File: src/rtl/pay_timer_display.sv
// pay_timer_display: payment session countdown with a scanned 8-digit
// seven-segment display (countdown on digits 7/6, scrolling message on 5..0).
module pay_timer_display #(
   parameter int unsigned SCAN_DIV    = 25000,
   parameter int unsigned TICK_DIV    = 100000000,
   parameter int unsigned ROLL_DIV    = 35000000,
   parameter int unsigned TIMEOUT_SEC = 30,
   parameter int unsigned WARN_SEC    = 5
) (
   input  logic       clk,
   input  logic       rst,
   input  logic       start,
   input  logic       cancel,
   input  logic [3:0] paidten,
   input  logic [3:0] paidone,
   input  logic [3:0] costten,
   input  logic [3:0] costone,
   output logic [7:0] seg_en,
   output logic [7:0] seg_out,
   output logic       busy,
   output logic       paid_ok,
   output logic       timeout,
   output logic [3:0] remain_tens,
   output logic [3:0] remain_ones
);

   localparam int unsigned SCAN_W   = $clog2(SCAN_DIV + 1);
   localparam int unsigned TICK_W   = $clog2(TICK_DIV + 1);
   localparam int unsigned HALF_DIV = TICK_DIV / 2;
   localparam int unsigned HALF_W   = $clog2(HALF_DIV + 1);
   localparam int unsigned ROLL_W   = $clog2(ROLL_DIV + 1);

   localparam logic [3:0] INIT_TENS = 4'(TIMEOUT_SEC / 10);
   localparam logic [3:0] INIT_ONES = 4'(TIMEOUT_SEC % 10);

   // glyphs, positive logic {g,f,e,d,c,b,a}
   localparam logic [6:0] G_T     = 7'h78;
   localparam logic [6:0] G_O     = 7'h3F;
   localparam logic [6:0] G_A     = 7'h77;
   localparam logic [6:0] G_L     = 7'h38;
   localparam logic [6:0] G_P     = 7'h73;
   localparam logic [6:0] G_Y     = 7'h6E;
   localparam logic [6:0] G_BLANK = 7'h00;
   localparam logic [6:0] G_DASH  = 7'h40;

   typedef enum logic [1:0] {S_IDLE, S_RUN, S_DONE_OK, S_TIMEOUT} state_t;

   state_t            state;
   state_t            state_n;
   logic              load;
   logic              dec;
   logic              tick;
   logic              pay_match;
   logic              remain_zero;
   logic              blank_warn;
   logic              digits_ok;
   logic [6:0]        paid_val;
   logic [6:0]        cost_val;
   logic [6:0]        remain_val;
   logic [SCAN_W-1:0] scan_div;
   logic [2:0]        scan_cnt;
   logic [TICK_W-1:0] tick_cnt;
   logic [HALF_W-1:0] half_cnt;
   logic              blink;
   logic [ROLL_W-1:0] roll_cnt;
   logic [3:0]        offset;
   logic [3:0]        msg_idx;
   logic [6:0]        glyph;
   logic [7:0]        en_n;
   logic [7:0]        seg_n;

   function automatic logic [6:0] bcd_glyph(input logic [3:0] d);
      logic [6:0] g;
      case (d)
         4'd0:    g = 7'h3F;
         4'd1:    g = 7'h06;
         4'd2:    g = 7'h5B;
         4'd3:    g = 7'h4F;
         4'd4:    g = 7'h66;
         4'd5:    g = 7'h6D;
         4'd6:    g = 7'h7D;
         4'd7:    g = 7'h07;
         4'd8:    g = 7'h7F;
         4'd9:    g = 7'h6F;
         default: g = G_DASH;
      endcase
      return g;
   endfunction

   // payment comparison; any non-BCD digit forces it false
   assign digits_ok   = (paidten <= 4'd9) && (paidone <= 4'd9) &&
                        (costten <= 4'd9) && (costone <= 4'd9);
   assign paid_val    = {3'b000, paidten} * 7'd10 + {3'b000, paidone};
   assign cost_val    = {3'b000, costten} * 7'd10 + {3'b000, costone};
   assign remain_val  = {3'b000, remain_tens} * 7'd10 + {3'b000, remain_ones};
   assign pay_match   = digits_ok && (paid_val >= cost_val);
   assign remain_zero = (remain_tens == 4'd0) && (remain_ones == 4'd0);
   assign tick        = (state == S_RUN) && (tick_cnt == TICK_W'(TICK_DIV - 1));
   assign blank_warn  = blink && (((state == S_RUN) && (remain_val <= 7'(WARN_SEC))) ||
                                  (state == S_TIMEOUT));

   // session state register plus registered status flags
   always_ff @(posedge clk or negedge rst) begin
      if (!rst) begin
         state   <= S_IDLE;
         busy    <= 1'b0;
         paid_ok <= 1'b0;
         timeout <= 1'b0;
      end else begin
         state   <= state_n;
         busy    <= (state_n == S_RUN);
         paid_ok <= (state_n == S_DONE_OK);
         timeout <= (state_n == S_TIMEOUT);
      end
   end

   // next state: cancel first, then payment over timeout over decrement
   always_comb begin
      state_n = state;
      load    = 1'b0;
      dec     = 1'b0;
      if (cancel) begin
         state_n = S_IDLE;
      end else begin
         case (state)
            S_RUN: begin
               if (pay_match)        state_n = S_DONE_OK;
               else if (remain_zero) state_n = S_TIMEOUT;
               else if (tick)        dec     = 1'b1;
            end
            default: begin
               if (start) begin
                  state_n = S_RUN;
                  load    = 1'b1;
               end
            end
         endcase
      end
   end

   // BCD remaining seconds
   always_ff @(posedge clk or negedge rst) begin
      if (!rst) begin
         remain_tens <= INIT_TENS;
         remain_ones <= INIT_ONES;
      end else if (load) begin
         remain_tens <= INIT_TENS;
         remain_ones <= INIT_ONES;
      end else if (dec) begin
         if (remain_ones == 4'd0) begin
            remain_ones <= 4'd9;
            remain_tens <= remain_tens - 4'd1;
         end else begin
            remain_ones <= remain_ones - 4'd1;
         end
      end
   end

   // one-second prescaler, runs only in RUN
   always_ff @(posedge clk or negedge rst) begin
      if (!rst)                 tick_cnt <= '0;
      else if (load || tick)    tick_cnt <= '0;
      else if (state == S_RUN)  tick_cnt <= tick_cnt + TICK_W'(1);
   end

   // half-second blink phase, runs in every active state
   always_ff @(posedge clk or negedge rst) begin
      if (!rst) begin
         half_cnt <= '0;
         blink    <= 1'b0;
      end else if (load) begin
         half_cnt <= '0;
         blink    <= 1'b0;
      end else if (state != S_IDLE) begin
         if (half_cnt == HALF_W'(HALF_DIV - 1)) begin
            half_cnt <= '0;
            blink    <= ~blink;
         end else begin
            half_cnt <= half_cnt + HALF_W'(1);
         end
      end
   end

   // message scroll offset, frozen once timed out
   always_ff @(posedge clk or negedge rst) begin
      if (!rst) begin
         roll_cnt <= '0;
         offset   <= 4'd0;
      end else if (load) begin
         roll_cnt <= '0;
         offset   <= 4'd0;
      end else if ((state == S_RUN) || (state == S_DONE_OK)) begin
         if (roll_cnt == ROLL_W'(ROLL_DIV - 1)) begin
            roll_cnt <= '0;
            offset   <= offset + 4'd1;
         end else begin
            roll_cnt <= roll_cnt + ROLL_W'(1);
         end
      end
   end

   // free-running digit scan
   always_ff @(posedge clk or negedge rst) begin
      if (!rst) begin
         scan_div <= '0;
         scan_cnt <= 3'd0;
      end else if (scan_div == SCAN_W'(SCAN_DIV - 1)) begin
         scan_div <= '0;
         scan_cnt <= scan_cnt + 3'd1;
      end else begin
         scan_div <= scan_div + SCAN_W'(1);
      end
   end

   // select glyph for the digit currently being scanned
   always_comb begin
      en_n    = 8'hFF;
      seg_n   = 8'hFF;
      glyph   = G_BLANK;
      msg_idx = 4'(offset + 4'd5 - {1'b0, scan_cnt});
      case (msg_idx)
         4'd0:    glyph = G_T;
         4'd1:    glyph = G_O;
         4'd2:    glyph = G_T;
         4'd3:    glyph = G_A;
         4'd4:    glyph = G_L;
         4'd6:    glyph = bcd_glyph(costten);
         4'd7:    glyph = bcd_glyph(costone);
         4'd9:    glyph = G_P;
         4'd10:   glyph = G_A;
         4'd11:   glyph = G_Y;
         4'd13:   glyph = bcd_glyph(paidten);
         4'd14:   glyph = bcd_glyph(paidone);
         default: glyph = G_BLANK;
      endcase
      if (scan_cnt == 3'd7)      glyph = blank_warn ? G_BLANK : bcd_glyph(remain_tens);
      else if (scan_cnt == 3'd6) glyph = blank_warn ? G_BLANK : bcd_glyph(remain_ones);
      if (state != S_IDLE) begin
         en_n  = ~(8'd1 << scan_cnt);
         seg_n = {1'b1, ~glyph};
      end
   end

   // registered display drive
   always_ff @(posedge clk or negedge rst) begin
      if (!rst) begin
         seg_en  <= 8'hFF;
         seg_out <= 8'hFF;
      end else begin
         seg_en  <= en_n;
         seg_out <= seg_n;
      end
   end

endmodule

File: config.mk
export PLATFORM = sky130hd
export DESIGN_NAME = pay_timer_display
export DESIGN_NICKNAME = d
export VERILOG_FILES = /design/src/rtl/pay_timer_display.sv
export SDC_FILE = /design/constraint.sdc
export NUM_CORES = 1
export LEC_CHECK = 0
export ABC_AREA = 1
export ABC_CLOCK_PERIOD_IN_PS = 2600
export CAP_MARGIN = 30
export CELL_PAD_IN_SITES_DETAIL_PLACEMENT = 0
export CELL_PAD_IN_SITES_GLOBAL_PLACEMENT = 1
export CORE_MARGIN = 8
export CORE_UTILIZATION = 40
export CTS_BUF_LIST = sky130_fd_sc_hd__clkbuf_4
export CTS_CLUSTER_DIAMETER = 80
export DETAILED_ROUTE_END_ITERATION = 10
export PLACE_DENSITY = 0.87
export SLEW_MARGIN = 15
export SYNTH_ARGS = -nofsm -noshare
export SYNTH_HDL_FRONTEND = slang
export SYNTH_SLANG_ARGS = --single-unit
export TNS_END_PERCENT = 50
File: constraint.sdc
create_clock -name clk -period 2.6 [get_ports clk]
set_input_delay 0.26 -clock clk [delete_from_list [all_inputs] [get_ports clk]]
set_output_delay 0.26 -clock clk [all_outputs]
set_load 0.05 [all_outputs]
==> results.sh <==
export IMPL_status="finished clean"
export IMPL_finalSetupViolations=0
export IMPL_routed_wl_um=25200
export IMPL_worst_pin_slew_ns=0.600
export IMPL_die_width_um=172
export IMPL_cts_reportedPaths_clkPinSlew_ns=0.14
export IMPL_vias=8988
export IMPL_routabilityCongestion=0.881
export IMPL_cts_sinks=130
export IMPL_max_freq_mhz=388
export IMPL_start_util=0.404
export IMPL_crit_fanout=4
export IMPL_crit_path_start="scan_cnt[1]"
export IMPL_rrSetupSlack_ns=0.02
export IMPL_crit_chain="ha_1 > inv_1 > ha_2 > inv_2 > fa_2 > inv_2 > nand2_2 > nand2_2 > nand2_2 > nand2_4 > buf_6 > nand3_4 > nand3_4 > nor2_2 > nand2_1 > nand2_1 > nand2_1 > nand2_1"
export IMPL_pin_count=47
export IMPL_vias_per_cell=5.03
export IMPL_clockBufferDepth=2
export IMPL_cts_tree="done"
export IMPL_hold_viol=0
export IMPL_place_area_um2=11000
export IMPL_p_leak_nw=5.62
export IMPL_portBuffers=45
export IMPL_antenna_found_initial=1
export IMPL_fin_crit_sh=0.990
export IMPL_rows=57
export IMPL_synth_area_leaders="dfrtp_1 29%, nand2_1 12%, ha_1 10%"
export IMPL_syn2layout_area_growth_pct=18.4
export IMPL_die_area_um2=29600
export IMPL_synth_edf_count=0
export IMPL_relSlewSlack=0.600
export IMPL_die_h_um=172
export IMPL_yosysUniqueCellTypes=56
export IMPL_drc=0
export IMPL_finalWorstSetupSlack_ns=0.0248
export IMPL_synth_nets=1452
export IMPL_synth_seq_area_share=0.337
export IMPL_syn_area_per_cell_um2=7.23
export IMPL_grt_start_max_net_pins=51
export IMPL_grtUsageTotal=0.176
export IMPL_vdd_ir_drop_worst_uv=307
export IMPL_cts_buffers=17
export IMPL_synth_top_area_frac=0.291
export IMPL_async_flop_share=1.00
export IMPL_min_path_type="input port to async pin"
export IMPL_ys_warn_count=0
export IMPL_skew_ns=0.0278
export IMPL_dpl_worst_slack_ns=-0.714
export IMPL_clock_latency_ns=0.57
export IMPL_drive_gt1_frac=0.148
export IMPL_grt_pass1_vias=8787
export IMPL_slowest_stage="dfrtp_1"
export IMPL_hpwl_um=19200
export IMPL_cap_viol_max_count=0
export IMPL_layout_cells_most_common_list="301 x nand2_1, 179 x inv_1, 164 x nor2_1"
export IMPL_antenna_left=0
export IMPL_overflow=0
export IMPL_dr_pass1_iters=7
export IMPL_synthFlopType="dfrtp_1"
export IMPL_worstSetupPathType="flop to flop"
export IMPL_start_kind="flop"
export IMPL_drt_iter0_drc=539
export IMPL_worstRegToRegCells=18
export IMPL_final_common_cell="nand2_1"
export IMPL_p_per_area_nw_per_um2=678
export IMPL_required_ns=3.09
export IMPL_grt_pass1_wl_um=42000
export IMPL_rsz0062_at_grt="true"
export IMPL_drv_slew=0
export IMPL_r2r_end="seg_out[2]"
export IMPL_core_area_um2=24100
export IMPL_cp_slowest_stage_delay_ns=0.44
export IMPL_cp_arrival_ns=3.07
export IMPL_end_kind="flop"
export IMPL_placedCellCount=1751
export IMPL_nets=1555
export IMPL_wl_per_cell_um=14.1
export IMPL_syn_area_um2=9730
export IMPL_postSynthCellCount=1346
export IMPL_ys_seq_elements=130
export IMPL_h_tree_depth=4
export IMPL_final_area_um2=11500
export IMPL_cpMostUsedCell="nand2_1"
export IMPL_synth_largest_area_cell="dfrtp_1"
export IMPL_clockRootBuffer="clkbuf_4"
export IMPL_instances_no_fill=1787
export IMPL_r2r_start="scan_cnt[1]"
export IMPL_post_route_min_period_ns=2.58
report_power, final:
group | switching, mW | internal [mW]
Clock | 0.863 | 0.380
Combinational | 2.62 | 1.49
Sequential | 0.190 | 2.26
Yosys cell counts, types with 3 or more instances:
library cell  number
o22ai_1            7
dfrtp_1          113
xnor2_1           11
dfstp_2           17
nor2_1           172
o211a_1            4
inv_1            183
nand3_2            3
buf_2              7
buf_4              4
ha_1              79
clkbuf_1           5
inv_2              4
nand2_4            3
nor2_4             3
xor2_1            34
or2_2              9
o21bai_1           3
o21ai_0           49
nand2_1          312
o21a_1             6
nor4_1            10
nand4_1           30
nand2_2           10
a31oi_1            8
nor2_2             7
a21oi_1           63
nor3_1            33
nand3_1          112
fa_1               7
area by class of cell:
class	count	area, µm²
fill	2512	12600
multi-input combinational	1006	5920
sequential	130	3280
timing repair buffer	102	951
inverter	192	731
tap	324	405
clock buffer	17	128
clock inverter	15	109
antenna	1	2.50
critical path, delay by kind of cell (launching register included):
family | cells | cell delay, ns
adder cells (fa/ha/maj) | 3 | 0.84
buffers and inverters | 4 | 0.33
flip-flops | 1 | 0.44
AND/OR/NAND/NOR | 11 | 0.88
kinds of logic after synthesis:
| logic type | synth area share |
|---|---|
| other | 0.000385 |
| xor gates and xnor gates | 0.0405 |
| buffers and inverters | 0.0876 |
| AOI/OAI and AO/OA | 0.0916 |
| and+or+nand+nor | 0.326 |
| adders and majority gates | 0.116 |
| muxes | 0.00103 |
| DFF | 0.337 |
registers in the layout, summed over array words and instances, names as in the netlist:
| register | flops |
|---|---|
| roll_cnt | 26 |
| tick_cnt | 27 |
| half_cnt | 26 |
| busy | 1 |
| state | 2 |
| remain_tens | 4 |
| remain_ones | 4 |
| timeout | 1 |
| blink | 1 |
| offset | 4 |
| seg_out | 7 |
| paid_ok | 1 |
| scan_cnt | 3 |
| scan_div | 15 |
| seg_en | 8 |
how the worst max path moves through the flow:
stage | end | slack [ns] | cells after the start
after global routing | seg_out[6] | -0.09 | 18
after global placement | remain_tens[2] | -0.66 | 17
after detailed placement | remain_tens[2] | -0.71 | 17
after floorplan | remain_tens[3] | -0.003 | 16
after CTS | seg_out[2] | 0.004 | 14
final | seg_out[2] | 0.02 | 18
timing repair:
action,CTS,global route
endpoints found under the setup margin,15,20
setup buffers,1,0
pin swaps,22,43
gates cloned,2,0
hold buffers,1,0
resized for setup,20,56
hold endpoints to repair,45,0
metrics by stage:
stage           TNS, ns  hold slack [ns]   util  total power, mW
2_1_floorplan  -0.00274          -0.0356      -             4.98
3_3_place_gp      -7.73            0.246  0.454             6.17
3_5_place_dp      -8.37            0.254  0.454             6.21
4_1_cts               0            0.180  0.468             7.56
5_1_grt          -0.519            0.185  0.478             8.41
6_report              0            0.174  0.478             7.81
layer usage:
| metal | global-route usage | vias to the layer above | wire length [µm] |
|---|---|---|---|
| li1 | - | 4577 | - |
| met1 | 0.233 | 4236 | 12100 |
| met2 | 0.289 | 151 | 11800 |
| met3 | 0.0331 | 24 | 984 |
| met4 | 0.0525 | 0 | 300 |
| met5 | 0 | - | 0 |
Note: power is estimated with default switching activity, not from simulation.
